<file path="src/rtl/rr_arb_pkg.sv">
// Shared types and helpers for the 4-way held round-robin grant block.
// Imported by the interface, the arbiter core and the top.
package rr_arb_pkg;

  localparam int N_REQ = 4;
  localparam int ID_W  = 2;

  typedef enum logic {
    IDLE = 1'b0,
    HOLD = 1'b1
  } state_t;

  function automatic logic [ID_W-1:0] onehot_to_id(
    input logic [N_REQ-1:0] oh
  );
    onehot_to_id = '0;
    for (int i = 0; i < N_REQ; i++) begin
      if (oh[i]) onehot_to_id = ID_W'(i);
    end
  endfunction

endpackage

</file>
<file path="src/rtl/rr_grant_hold4_if.sv">
// Request/grant bundle between requesters and the grant controller.
// master = requester side, slave = arbiter side.
interface rr_grant_hold4_if;
  import rr_arb_pkg::*;

  logic [N_REQ-1:0] REQ;
  logic             DONE;
  logic [N_REQ-1:0] GNT;
  logic [ID_W-1:0]  GNT_ID;
  logic             VALID;
  logic             TIMEOUT;

  modport master (
    output REQ, DONE,
    input  GNT, GNT_ID, VALID, TIMEOUT
  );

  modport slave (
    input  REQ, DONE,
    output GNT, GNT_ID, VALID, TIMEOUT
  );

endinterface

</file>
<file path="src/rtl/lowest_first4.sv">
// Isolates the lowest set bit of a 4-bit vector (I & ~(I-1)).
// Purely combinational.
module lowest_first4 (
  input  logic [3:0] I,
  output logic [3:0] O
);

  assign O = I & ~(I - 4'd1);

endmodule

</file>
<file path="src/rtl/rr_grant_hold4.sv">
// Registered round-robin grant controller for 4 requesters with grant
// hold, hold-limit watchdog and a forced idle gap between grants.
module rr_grant_hold4
  import rr_arb_pkg::*;
#(
  parameter int MAX_HOLD = 8,
  parameter int HOLD_W   = 4
) (
  input  logic          CLK,
  input  logic          RESETN,
  rr_grant_hold4_if.slave bus
);

  localparam bit LIM_EN = (MAX_HOLD != 0);
  localparam logic [HOLD_W-1:0] LIM =
    HOLD_W'((MAX_HOLD == 0) ? 0 : MAX_HOLD - 1);

  state_t            r_state;
  logic [N_REQ-1:0]  r_gnt;
  logic [ID_W-1:0]   r_id;
  logic [ID_W-1:0]   r_last;
  logic [HOLD_W-1:0] r_cnt;
  logic              r_to;

  logic [N_REQ:0]    w_mask;
  logic [N_REQ-1:0]  w_above;
  logic [N_REQ-1:0]  w_lo_above;
  logic [N_REQ-1:0]  w_lo_all;
  logic [N_REQ-1:0]  w_pick;
  logic [ID_W-1:0]   w_pick_id;
  logic              w_held;
  logic              w_lim;
  logic              w_rel;
  logic              w_sat;

  // mask is one bit wider so last=3 yields an empty "above" set
  assign w_mask  = (5'd2 << r_last) - 5'd1;
  assign w_above = bus.REQ & ~w_mask[N_REQ-1:0];

  lowest_first4 u_lo_above (
    .I (w_above),
    .O (w_lo_above)
  );

  lowest_first4 u_lo_all (
    .I (bus.REQ),
    .O (w_lo_all)
  );

  assign w_pick    = (|w_above) ? w_lo_above : w_lo_all;
  assign w_pick_id = onehot_to_id(w_pick);

  assign w_held = |(bus.REQ & r_gnt);
  assign w_lim  = LIM_EN && (r_cnt == LIM);
  assign w_rel  = bus.DONE | ~w_held | w_lim;
  assign w_sat  = &r_cnt;

  always_ff @(posedge CLK) begin
    if (!RESETN) begin
      r_state <= IDLE;
      r_gnt   <= '0;
      r_id    <= '0;
      r_last  <= ID_W'(N_REQ - 1);
      r_cnt   <= '0;
      r_to    <= 1'b0;
    end else begin
      r_to <= 1'b0;
      case (r_state)
        IDLE: begin
          if (|bus.REQ) begin
            r_gnt   <= w_pick;
            r_id    <= w_pick_id;
            r_last  <= w_pick_id;
            r_cnt   <= '0;
            r_state <= HOLD;
          end
        end
        HOLD: begin
          if (w_rel) begin
            r_gnt   <= '0;
            r_id    <= '0;
            r_state <= IDLE;
            r_to    <= w_lim & ~bus.DONE & w_held;
          end else if (!w_sat) begin
            r_cnt <= r_cnt + 1'b1;
          end
        end
        default: begin
          r_gnt   <= '0;
          r_id    <= '0;
          r_state <= IDLE;
        end
      endcase
    end
  end

  assign bus.GNT     = r_gnt;
  assign bus.GNT_ID  = r_id;
  assign bus.VALID   = |r_gnt;
  assign bus.TIMEOUT = r_to;

endmodule
</file>
<file path="src/flat_wrapper.sv">
// flat-port wrapper written by rule: the top's interface ports become plain ports
module rr_grant_hold4_flat import rr_arb_pkg::*;
#(
  parameter int MAX_HOLD = 8,
  parameter int HOLD_W   = 4
)
  (CLK, RESETN, bus_REQ, bus_DONE, bus_GNT, bus_GNT_ID, bus_VALID, bus_TIMEOUT);
  rr_grant_hold4_if bus_i ();
  input  logic CLK;
  input  logic RESETN;
  input wire logic [$bits(bus_i.REQ)-1:0] bus_REQ;
  input wire logic [$bits(bus_i.DONE)-1:0] bus_DONE;
  output wire logic [$bits(bus_i.GNT)-1:0] bus_GNT;
  output wire logic [$bits(bus_i.GNT_ID)-1:0] bus_GNT_ID;
  output wire logic [$bits(bus_i.VALID)-1:0] bus_VALID;
  output wire logic [$bits(bus_i.TIMEOUT)-1:0] bus_TIMEOUT;
  assign bus_i.REQ = bus_REQ;
  assign bus_i.DONE = bus_DONE;
  assign bus_GNT = bus_i.GNT;
  assign bus_GNT_ID = bus_i.GNT_ID;
  assign bus_VALID = bus_i.VALID;
  assign bus_TIMEOUT = bus_i.TIMEOUT;
  rr_grant_hold4 #(.MAX_HOLD(MAX_HOLD), .HOLD_W(HOLD_W)) u_core (.CLK(CLK), .RESETN(RESETN), .bus(bus_i));
endmodule
</file>
<file path="config.mk">
export PLATFORM = sky130hd
export DESIGN_NAME = rr_grant_hold4_flat
export DESIGN_NICKNAME = d
export VERILOG_FILES = /design/src/rtl/rr_arb_pkg.sv /design/src/rtl/rr_grant_hold4_if.sv /design/src/rtl/lowest_first4.sv /design/src/rtl/rr_grant_hold4.sv /design/src/flat_wrapper.sv
export SDC_FILE = /design/constraint.sdc
export NUM_CORES = 1
export LEC_CHECK = 0
export ABC_AREA = 1
export CAP_MARGIN = 30
export CORE_MARGIN = 5
export CORE_UTILIZATION = 44
export CTS_BUF_LIST = sky130_fd_sc_hd__clkbuf_16
export DETAILED_ROUTE_END_ITERATION = 10
export PLACE_DENSITY = 0.72
export SLEW_MARGIN = 25
export SYNTH_ARGS = -nofsm -noshare
export SYNTH_HDL_FRONTEND = slang
export SYNTH_SLANG_ARGS = --single-unit
</file>
<file path="constraint.sdc">
create_clock -name CLK -period 1.1 [get_ports CLK]
set_input_delay 0.11 -clock CLK [delete_from_list [all_inputs] [get_ports CLK]]
set_output_delay 0.11 -clock CLK [all_outputs]
set_load 0.03 [all_outputs]
</file>
==> PnR_summary.wiki, run 1 <==
{| class="wikitable"
! Metric !! Value
|-
| Global-route wire length before repair || 4.429 mm
|-
| Initial Util || 47.89%
|-
| Count of warnings emitted by yosys || 0
|-
| Number of routed nets with antenna violations || 0
|-
| Synth Area per Inst || roughly 6.9 um^2
|-
| Number of buffers added on ports || 14
|-
| Worst slew margin relative to its limit || 61.83%
|-
| Switching power || ~0.66 mW
|-
| Critical path type || flip-flop to primary output
|-
| Clock Path Buffers || 2
|-
| Number of vias after detailed routing || 996
|-
| Worst hold stages || 2
|-
| Reg power frac || 30.5%
|-
| Final instance count without filler cells || 166
|-
| DRC || 0
|-
| Logic gate share of total power || 34.7%
|-
| Largest voltage drop on the vdd net || roughly 0.0011 V
|-
| Routed length per placed instance || between 20 and 25 um
|-
| Area delta synth->final || 90.68%
|-
| Path depth of the worst reg2reg path || 9
|-
| Violated checks || setup timing
|-
| Unrepaired setup endpoints after global routing || yes
|-
| Share of cells above drive strength 1 || 63.33%
|-
| Synthesized netlist cell count || about 110
|-
| CTS tree || built
|-
| Required arrival time at the worst endpoint || 0.99 ns
|-
| Number of distinct library cells after synthesis || 20
|-
| Pin count of the biggest net entering global routing || 13
|-
| Cell-internal power || 1.323 mW
|-
| Achievable Freq || 731.2 MHz
|-
| Setup Viol. Count Final || 15
|-
| Starting DRT DRC Count || 39
|-
| Clock slew seen by the registers of the worst setup and hold paths || 0.05 ns
|-
| Num rows || 14
|-
| Maximum level of the CTS H-tree || 1
|-
| Setup TNS Final || -2.293 ns
|-
| Aggregate routed wire length || about 3.6 mm
|-
| Final WS setup || -0.2676 ns
|-
| Clk network pwr share || 34.8%
|-
| Grt total ovfl || 0
|-
| Final critical path time including I/O delays and setup || 1.368 ns
|-
| Seq/Total Area, Yosys || 37.97%
|-
| Width of the die || slightly above 50 um
|-
| GR Util met1 || 26.81%
|-
| Most Used Layer, Global Route || met2
|-
| Diode insertion count for antenna repair || 0
|-
| Global routing usage summed across all routing layers || a little over a fifth
|-
| Sw frac || 33.12%
|-
| Met2 global-route usage || 36.78%
|-
| Post-Syn Nets || 115
|-
| #FFs+latches synth || 14
|-
| Place WS || -0.4596 ns
|-
| Total power per unit cell area || 1406 mW/mm^2
|-
| Top cells by area in the synthesized netlist || sky130_fd_sc_hd__dfxtp_1 (38%), sky130_fd_sc_hd__nand2_1 (12%), sky130_fd_sc_hd__a21oi_1 (11%)
|-
| Final max-slew violation count || 0
|-
| Worst-case clock skew || 0.0007624 ns
|-
| Standby leakage power || 0.6127 nW
|-
| Via density per instance || 6.000
|-
| Crit end category || primary output
|-
| Clock latency on the worst-skew pair || 0.24 ns
|-
| Placer congestion estimate || 0.8286
|-
| Leading cell type in the layout, fill and taps excluded || sky130_fd_sc_hd__buf_4
|-
| Post-Syn Area || 738.2 um^2
|-
| Endpoint arrival time on the critical path || 1.26 ns
|-
| Net count of the finished layout || 159
|-
| Largest area contributor in the netlist || sky130_fd_sc_hd__dfxtp_1
|-
| Estimated wirelength of the detail-placed design || about 1.6 mm
|-
| Slew at the pin closest to its max-slew limit || around 0.57 ns
|-
| Floorplan die area || 0.002597 mm^2
|-
| Die Height || 50.96 um
|-
| Core Region || roughly 0.0015 mm^2
|-
| Hold buffers post-CTS || 0
|-
| Proportion of netlist area held by the largest area contributor || 37.97%
|-
| Share of the clock period used by the worst path after layout || 124.3%
|-
| Vias in the first global route || 948
|-
| Initial antenna violation count || 0
|-
| Largest fanout on the critical path || 2
|-
| Clock Root Buffer || sky130_fd_sc_hd__clkbuf_16
|-
| Routing usage on met3 || 4.942%
|-
| IO Pins || 15
|-
| Number of detailed-routing iterations run before antenna repair || 4
|-
| Fill count || 66
|-
| Max capacitance violation total || 0
|-
| Tot Pwr || 1.978 mW
|-
| Number of endpoints with negative hold slack in the final report || 0
|-
| Commonest cells after routing, fill and taps aside || sky130_fd_sc_hd__buf_4 (28), sky130_fd_sc_hd__nand2_1 (15), sky130_fd_sc_hd__a21oi_2 (12), sky130_fd_sc_hd__nand2_2 (7)
|-
| Instance count after placement with tap cells included || 155
|-
| Path type of the worst min-delay path || flip-flop to flip-flop
|-
| Count of clock tree sinks || 14
|-
| Number of buffers created by CTS || 3
|-
| Status || finished, violations left
|-
| Element type at the critical path start || flip-flop
|}
state kept, by name (all words and copies together), names as in the netlist:
name,count
u_core.bus.GNT,4
u_core.bus.GNT_ID,2
u_core.bus.TIMEOUT,1
u_core.r_cnt,4
u_core.r_last,2
u_core.r_state,1
cells by family after synthesis:
logic type | after synthesis | synth area share (%)
XOR/XNOR | 1 | 1.187
buffers and inverters | 15 | 8.644
AND/OR/NAND/NOR | 55 | 34.74
flip-flops | 14 | 37.97
AO/OA/AOI/OAI | 21 | 15.76
adder cells (fa/ha/maj) | 1 | 1.695
per-stage QoR:
stage	utilization (%)	instance area (um^2)	hold WS, ns
floorplan	-	759.5	0.2360
global placement	67.45	1040	0.4754
detailed placement	67.45	1040	0.4824
CTS	83.28	1284	0.4779
global route	91.31	1408	0.5123
finish	91.31	1408	0.4732
metal layers:
metal | vias to the layer above | routed length, um | share of wire [%]
met5 | - | 0 | 0
met4 | 0 | 179 | 5.0
li1 | 444 | - | -
met3 | 20 | 199 | 5.6
met1 | 483 | 1451 | 41
met2 | 49 | 1719 | 48
final cells by class:
type	count	area, um^2	area share (%)
Clock buffer	3	75.07	5.333
Clock inverter	1	3.754	0.2667
Inverter	13	51.30	3.644
Multi-Input combinational cell	78	610.6	43.38
Sequential cell	14	305.3	21.69
Tap cell	16	20.02	1.422
Timing Repair Buffer	41	341.6	24.27
power groups by stage:
stage / Sequential, mW / Combinational [mW] / Clock, mW
3_3_place_gp: 0.582 / 0.446 / 0
2_1_floorplan: 0.630 / 0.210 / 0
5_1_grt: 0.608 / 0.720 / 0.732
6_report: 0.604 / 0.686 / 0.688
4_1_cts: 0.585 / 0.565 / 0.689
3_5_place_dp: 0.585 / 0.456 / 0
critical path, cell delays in order (launching register included):
cell and delay (ns):
sky130_fd_sc_hd__dfxtp_4 0.33, sky130_fd_sc_hd__or4_4 0.53, sky130_fd_sc_hd__buf_6 0.15
repair_timing:
action / CTS / global route
pin swaps: 17 / 11
setup endpoints to repair: 15 / 16
setup buffers: 7 / 0
gates resized for setup: 47 / 33
cells in the mapped netlist:
master	n
sky130_fd_sc_hd__a21oi_1	16
sky130_fd_sc_hd__buf_6	1
sky130_fd_sc_hd__clkbuf_1	1
sky130_fd_sc_hd__dfxtp_1	14
sky130_fd_sc_hd__ha_1	1
sky130_fd_sc_hd__inv_1	10
sky130_fd_sc_hd__inv_2	3
sky130_fd_sc_hd__nand2_1	23
sky130_fd_sc_hd__nand2_2	3
sky130_fd_sc_hd__nand2_4	1
sky130_fd_sc_hd__nand3_1	12
sky130_fd_sc_hd__nand3b_1	2
sky130_fd_sc_hd__nand4_1	2
sky130_fd_sc_hd__nor2_1	9
sky130_fd_sc_hd__nor2_2	1
sky130_fd_sc_hd__nor3_1	1
sky130_fd_sc_hd__o21ai_0	4
sky130_fd_sc_hd__o21ai_4	1
sky130_fd_sc_hd__or4_1	1
sky130_fd_sc_hd__xor2_1	1
path summary, 6_finish.rpt:
| check | slack, ns | end | start |
|---|---|---|---|
| setup / recovery | -0.27 | bus_VALID | u_core.bus.GNT[3] |
| hold / removal | 0.47 | u_core.bus.GNT_ID[0] | u_core.bus.GNT_ID[0] |
| setup reg to reg | -0.22 | u_core.bus.GNT[1] | u_core.bus.GNT[2] |
| hold reg to reg | 0.47 | u_core.bus.GNT_ID[0] | u_core.bus.GNT_ID[0] |
Note: power is estimated with default switching activity, not from simulation.
==> run 2: changes to the inputs <==
==> constraint.sdc (replaced) <==
create_clock -name CLK -period 1.1 [get_ports CLK]
set_input_delay 0.11 -clock CLK [delete_from_list [all_inputs] [get_ports CLK]]
set_output_delay 0.11 -clock CLK [all_outputs]
set_load 0.01 [all_outputs]
==> run 2 against run 1 <==
Compared with the run above:
- the run still ends with setup timing left
- total power decreased by 2.6%
- clock power is 3% higher
- worst hold slack improved by 0.013 ns
- sequential power rose by 0.8%
- wire length shrank 3.3%
- fmax down 0.88%
- cell area down 0.71%
- final cell count down 0.60%
- sequential share of layout area decreased by 0.56 points
- combinational power is 11% lower
- die area unchanged
- critical path type unchanged
- largest cell class unchanged
==> PnR_summary.wiki, run 2 (synthesized netlist as in run 1, its figures left out) <==
{| class="wikitable"
! Metric !! Value
|-
| Worst Hold Slack || 0.4859 ns (was 0.4732 ns)
|-
| Global routing usage summed across all routing layers || 19.32% (was 21.63%)
|-
| Width of the die || 50.96 um (unchanged)
|-
| Crit end category || primary output (unchanged)
|-
| Leading cell type in the layout, fill and taps excluded || sky130_fd_sc_hd__buf_4 (unchanged)
|-
| Share of the clock period used by the worst path after layout || 125.4% (was 124.3%)
|-
| Setup TNS Final || -1.958 ns (was -2.293 ns)
|-
| Final critical path time including I/O delays and setup || 1.380 ns (was 1.368 ns)
|-
| Clock Root Buffer || sky130_fd_sc_hd__clkbuf_16 (unchanged)
|-
| Die Height || 50.96 um (unchanged)
|-
| Largest voltage drop on the vdd net || 0.001209 V (was 0.001067 V)
|-
| Instance count after placement with tap cells included || 155 (unchanged)
|-
| Diode insertion count for antenna repair || 0 (unchanged)
|-
| Number of detailed-routing iterations run before antenna repair || 4 (unchanged)
|-
| Max capacitance violation total || 0 (unchanged)
|-
| Unrepaired setup endpoints after global routing || yes (unchanged)
|-
| Aggregate routed wire length || 3.432 mm (was 3.550 mm)
|-
| Worst-case clock skew || 0.005251 ns (was 0.0007624 ns)
|-
| Setup Viol. Count Final || 16 (was 15)
|-
| Number of routed nets with antenna violations || 0 (unchanged)
|-
| Element type at the critical path start || flip-flop (unchanged)
|-
| Clock latency on the worst-skew pair || 0.25 ns (was 0.24 ns)
|-
| Number of buffers created by CTS || 3 (unchanged)
|-
| Grt total ovfl || 0 (unchanged)
|-
| Critical path type || flip-flop to primary output (unchanged)
|-
| Violated checks || setup timing (unchanged)
|-
| Initial antenna violation count || 0 (unchanged)
|-
| Final core occ || 90.67% (was 91.31%)
|-
| Path type of the worst min-delay path || flip-flop to flip-flop (unchanged)
|-
| Post-placement cell area || 0.001036 mm^2 (was 0.001040 mm^2)
|-
| Endpoint arrival time on the critical path || 1.27 ns (was 1.26 ns)
|-
| Standby leakage power || 0.6187 nW (was 0.6127 nW)
|-
| Estimated wirelength of the detail-placed design || 1.494 mm (was 1.559 mm)
|-
| Number of buffers added on ports || 14 (unchanged)
|-
| Number of vias after detailed routing || 983 (was 996)
|-
| Pin count of the biggest net entering global routing || 9 (was 13)
|-
| Global-route wire length before repair || 3.870 mm (was 4.429 mm)
|-
| Area delta synth->final || 89.32% (was 90.68%)
|-
| Placer congestion estimate || 0.9383 (was 0.8286)
|-
| IO Pins || 15 (unchanged)
|-
| Final instance count without filler cells || 165 (was 166)
|-
| Slew at the pin closest to its max-slew limit || 0.3211 ns (was 0.5719 ns)
|-
| Clock slew seen by the registers of the worst setup and hold paths || 0.05 ns (about the same)
|-
| Status || finished, violations left (unchanged)
|-
| Design area || 0.001398 mm^2 (was 0.001408 mm^2)
|-
| Clock Path Buffers || 2 (unchanged)
|-
| Vias in the first global route || 823 (was 948)
|-
| Total power per unit cell area || 1379 mW/mm^2 (was 1406 mW/mm^2)
|-
| Floorplan die area || 0.002597 mm^2 (unchanged)
|-
| Num rows || 14 (unchanged)
|-
| CTS tree || built (unchanged)
|-
| DRC || 0 (unchanged)
|-
| Commonest cells after routing, fill and taps aside || sky130_fd_sc_hd__buf_4 (22), sky130_fd_sc_hd__nand2_2 (11), sky130_fd_sc_hd__nand2_1 (11), sky130_fd_sc_hd__a21oi_2 (10), sky130_fd_sc_hd__dlygate4sd2_1 (10) (was sky130_fd_sc_hd__buf_4 (28), sky130_fd_sc_hd__nand2_1 (15), sky130_fd_sc_hd__a21oi_2 (12), sky130_fd_sc_hd__nand2_2 (7))
|-
| Maximum level of the CTS H-tree || 1 (unchanged)
|-
| Count of clock tree sinks || 14 (unchanged)
|-
| Achievable Freq || 724.7 MHz (was 731.2 MHz)
|-
| Tot Pwr || 1.928 mW (was 1.978 mW)
|-
| Routed length per placed instance || 20.80 um (was 21.39 um)
|-
| Final max-slew violation count || 0 (unchanged)
|-
| Via density per instance || 5.958 (was 6.000)
|-
| Worst slew margin relative to its limit || 78.60% (was 61.83%)
|-
| Initial Util || 47.89% (unchanged)
|-
| Final WS setup || -0.2798 ns (was -0.2676 ns)
|-
| Net count of the finished layout || 158 (was 159)
|-
| Core Region || 0.001541 mm^2 (unchanged)
|-
| Largest fanout on the critical path || 2 (unchanged)
|-
| Place WS || -0.3652 ns (was -0.4596 ns)
|-
| Number of endpoints with negative hold slack in the final report || 0 (unchanged)
|-
| Starting DRT DRC Count || 27 (was 39)
|-
| Share of cells above drive strength 1 || 60.40% (was 63.33%)
|-
| Hold buffers post-CTS || 0 (unchanged)
|-
| Required arrival time at the worst endpoint || 0.99 ns (about the same)
|}
[run 2: area by class of cell]
class,count,area [um^2]
fill,72,143.9
inverter,13,53.80
clock buffer,3,75.07
multi-input combinational,78,621.8
timing repair buffer,40,327.8
sequential,14,295.3
tap,16,20.02
clock inverter,1,3.754
[run 2: per-layer routing]
metal	part of all wire (%)	vias up	global-route usage (%)	routed length (um)
met5	0	-	0	0
met4	2.4	0	6.809	83
li1	-	437	-	-
met2	49	67	30.58	1690
met1	40	468	25.62	1387
met3	7.9	11	4.360	271
[run 2: worst paths after layout]
check	depth (start not counted)	slack, ns	to	startpoint
max	2	-0.28	bus_VALID	u_core.bus.GNT[3]
min	2	0.49	u_core.bus.GNT_ID[1]	u_core.bus.GNT_ID[1]
max reg2reg	8	-0.20	u_core.bus.GNT_ID[0]	u_core.r_last[1]
min reg2reg	2	0.49	u_core.bus.GNT_ID[1]	u_core.bus.GNT_ID[1]
[run 2: worst max-delay path, cell delays in order, from the launching register on]
cell                      delay, ns
sky130_fd_sc_hd__dfxtp_2       0.32
sky130_fd_sc_hd__or4_1         0.54
sky130_fd_sc_hd__buf_2         0.16
[run 2: where the power goes]
group,internal [mW],switching (mW)
Clock,0.482,0.225
Combinational,0.259,0.352
Sequential,0.558,0.0513
[run 2: timing repair]
action	in CTS	in global routing
setup buffers	1	4
pin swaps	6	15
setup endpoints to repair	21	17
resized for setup	51	41
gates cloned	1	0
==> run 3: changes to the inputs <==
--- a/config.mk
+++ b/config.mk
@@ -12,6 +12,7 @@
 export CTS_BUF_LIST = sky130_fd_sc_hd__clkbuf_16
 export DETAILED_ROUTE_END_ITERATION = 10
 export PLACE_DENSITY = 0.72
+export REMOVE_ABC_BUFFERS = 1
 export SLEW_MARGIN = 25
 export SYNTH_ARGS = -nofsm -noshare
 export SYNTH_HDL_FRONTEND = slang
==> run 3 against run 2 <==
Compared with the run above:
- the run still ends with setup timing left
- critical path depth did not move
- die area did not move
- via count fell by 6.9%
- clock power fell by 1%
- core utilization fell by 7.6 points
- cell area fell by 8.4%
- critical path type unchanged
- critical endpoint unchanged
- largest power group unchanged
- highest routed layer unchanged
==> PnR_summary.wiki, run 3 (synthesized netlist as in run 1, its figures left out) <==
{| class="wikitable"
! Metric !! Value
|-
| Achievable Freq || 765.9 MHz (was 724.7 MHz)
|-
| Aggregate routed wire length || 2.500 mm (was 3.432 mm)
|-
| Tot Pwr || 1.793 mW (was 1.928 mW)
|-
| Number of detailed-routing iterations run before antenna repair || 5 (was 4)
|-
| Number of vias after detailed routing || 915 (was 983)
|-
| Clk network pwr share || 38.9% (was 36.7%)
|-
| Area delta synth->final || 73.39% (was 89.32%)
|-
| Required arrival time at the worst endpoint || 0.99 ns (about the same)
|-
| Logic gate share of total power || 28.0% (was 31.7%)
|-
| Worst slew margin relative to its limit || 77.96% (was 78.60%)
|-
| Reg power frac || 33.1% (was 31.6%)
|-
| Crit end category || primary output (unchanged)
|-
| Clock slew seen by the registers of the worst setup and hold paths || 0.05 ns (about the same)
|-
| IO Pins || 15 (unchanged)
|-
| Largest voltage drop on the vdd net || 0.001067 V (was 0.001209 V)
|-
| Cell-internal power || 1.250 mW (was 1.299 mW)
|-
| Grt total ovfl || 0 (unchanged)
|-
| Initial antenna violation count || 0 (unchanged)
|-
| Worst-case clock skew || 0.003350 ns (was 0.005251 ns)
|-
| Global routing usage summed across all routing layers || 17.07% (was 19.32%)
|-
| Sw frac || 30.29% (was 32.62%)
|-
| Width of the die || 50.96 um (unchanged)
|-
| Initial Util || 47.89% (unchanged)
|-
| Unrepaired setup endpoints after global routing || yes (unchanged)
|-
| Maximum level of the CTS H-tree || 1 (unchanged)
|-
| Largest fanout on the critical path || 2 (unchanged)
|-
| Number of endpoints with negative hold slack in the final report || 0 (unchanged)
|-
| Net count of the finished layout || 151 (was 158)
|-
| Leading cell type in the layout, fill and taps excluded || sky130_fd_sc_hd__buf_4 (unchanged)
|-
| Number of routed nets with antenna violations || 0 (unchanged)
|-
| Share of cells above drive strength 1 || 51.41% (was 60.40%)
|-
| Status || finished, violations left (unchanged)
|-
| Count of clock tree sinks || 14 (unchanged)
|-
| Pin count of the biggest net entering global routing || 9 (unchanged)
|-
| Design area || 0.001280 mm^2 (was 0.001398 mm^2)
|-
| Clock Path Buffers || 2 (unchanged)
|-
| Instance count after placement with tap cells included || 151 (was 155)
|-
| Num rows || 14 (unchanged)
|-
| Worst Hold Slack || 0.3811 ns (was 0.4859 ns)
|-
| Placer congestion estimate || 0.7903 (was 0.9383)
|-
| CTS tree || built (unchanged)
|-
| DRC || 0 (unchanged)
|-
| Global-route wire length before repair || 3.401 mm (was 3.870 mm)
|-
| Via density per instance || 5.791 (was 5.958)
|-
| Share of the clock period used by the worst path after layout || 118.7% (was 125.4%)
|-
| Final max-slew violation count || 0 (unchanged)
|-
| Total power per unit cell area || 1401 mW/mm^2 (was 1379 mW/mm^2)
|-
| Clock Root Buffer || sky130_fd_sc_hd__clkbuf_16 (unchanged)
|-
| Floorplan die area || 0.002597 mm^2 (unchanged)
|-
| Estimated wirelength of the detail-placed design || 1.419 mm (was 1.494 mm)
|-
| Routed length per placed instance || 15.82 um (was 20.80 um)
|-
| Switching power || 0.5431 mW (was 0.6287 mW)
|-
| Core Region || 0.001541 mm^2 (unchanged)
|-
| Final critical path time including I/O delays and setup || 1.306 ns (was 1.380 ns)
|-
| Setup Viol. Count Final || 13 (was 16)
|-
| Critical path type || flip-flop to primary output (unchanged)
|-
| Die Height || 50.96 um (unchanged)
|-
| Place WS || -0.3863 ns (was -0.3652 ns)
|-
| Violated checks || setup timing (unchanged)
|-
| Starting DRT DRC Count || 38 (was 27)
|-
| Slew at the pin closest to its max-slew limit || 0.3302 ns (was 0.3211 ns)
|-
| Final WS setup || -0.2056 ns (was -0.2798 ns)
|-
| Element type at the critical path start || flip-flop (unchanged)
|-
| Post-placement cell area || 0.001016 mm^2 (was 0.001036 mm^2)
|-
| Path type of the worst min-delay path || input pin to flip-flop (was flip-flop to flip-flop)
|-
| Max capacitance violation total || 0 (unchanged)
|-
| Standby leakage power || 0.5724 nW (was 0.6187 nW)
|-
| Clock latency on the worst-skew pair || 0.25 ns (about the same)
|-
| Number of buffers created by CTS || 3 (unchanged)
|-
| Final instance count without filler cells || 158 (was 165)
|-
| Commonest cells after routing, fill and taps aside || sky130_fd_sc_hd__buf_4 (18), sky130_fd_sc_hd__nand2_1 (14), sky130_fd_sc_hd__dlygate4sd2_1 (11), sky130_fd_sc_hd__nand2_2 (10) (was sky130_fd_sc_hd__buf_4 (22), sky130_fd_sc_hd__nand2_2 (11), sky130_fd_sc_hd__nand2_1 (11), sky130_fd_sc_hd__a21oi_2 (10), sky130_fd_sc_hd__dlygate4sd2_1 (10))
|-
| Diode insertion count for antenna repair || 0 (unchanged)
|-
| Number of buffers added on ports || 14 (unchanged)
|-
| Vias in the first global route || 766 (was 823)
|-
| Endpoint arrival time on the critical path || 1.20 ns (was 1.27 ns)
|}
==> run 3: cell count changes in the layout (fill, tap and decap cells not counted), moves of 2 or more <==
cell                      previous run  this run
sky130_fd_sc_hd__a21oi_1             6         8
sky130_fd_sc_hd__nand3_2             6         8
sky130_fd_sc_hd__a21oi_2            10         7
sky130_fd_sc_hd__buf_4              22        18
sky130_fd_sc_hd__buf_6               4         0
sky130_fd_sc_hd__dfxtp_2             6         4
sky130_fd_sc_hd__nand2_1            11        14
sky130_fd_sc_hd__dfxtp_1             6         8
sky130_fd_sc_hd__nand3_4             4         1
==> run 3: power groups by stage <==
stage	Sequential (mW)	Clock (mW)	Combinational [mW]
finish	0.594	0.697	0.502
global route	0.600	0.732	0.536
CTS	0.588	0.703	0.399
detailed placement	0.584	0	0.390
global placement	0.582	0	0.385
floorplan	0.599	0	0.181
==> run 3: per-layer routing <==
metal	share of wire, %	GRT usage [%]	wire length [um]	vias to the layer above
met3	6.7	4.070	168	18
li1	-	-	-	422
met4	4.3	7.660	107	0
met5	0	0	0	-
met1	43	22.34	1082	427
met2	46	26.45	1141	48
==> run 3: critical path: stages (launching register included) <==
cell and delay, ns:
sky130_fd_sc_hd__dfxtp_1 0.30, sky130_fd_sc_hd__or4_1 0.50, sky130_fd_sc_hd__buf_2 0.15
==> run 3: path summary, 6_finish.rpt <==
kind                          end                  from  slack (ns)  cells after the start
min             u_core.bus.GNT[0]            bus_REQ[0]        0.38                      3
min reg2reg  u_core.bus.GNT_ID[1]  u_core.bus.GNT_ID[1]        0.47                      2
max                     bus_VALID     u_core.bus.GNT[3]       -0.21                      2
max reg2reg     u_core.bus.GNT[2]     u_core.bus.GNT[3]       -0.16                      9
==> run 3: cell type report <==
| type | count | area, um^2 |
|---|---|---|
| clock buffers | 3 | 75.07 |
| well taps | 16 | 20.02 |
| clock inverters | 1 | 3.754 |
| multi-input cells | 78 | 558.0 |
| fillers | 90 | 261.5 |
| repair buffers | 33 | 276.5 |
| inverters | 13 | 53.80 |
| flip-flops and latches | 14 | 292.8 |
==> run 3: timing repair <==
| action | 4_1_cts | 5_1_grt |
|---|---|---|
| resized for setup | 40 | 31 |
| cloned | 0 | 0 |
| endpoints found under the setup margin | 21 | 15 |
| pin swaps | 5 | 9 |
| endpoints found under the hold margin | 0 | 0 |
| hold buffers | 0 | 0 |
| setup buffers | 0 | 3 |
==> run 3: stage by stage <==
step / setup TNS (ns) / utilization (%)
4_1_cts: -0.8515 / 74.43
5_1_grt: -2.371 / 83.04
6_report: -1.343 / 83.04
3_3_place_gp: -4.731 / 65.91
3_5_place_dp: -4.922 / 65.91
2_1_floorplan: -0.06044 / -
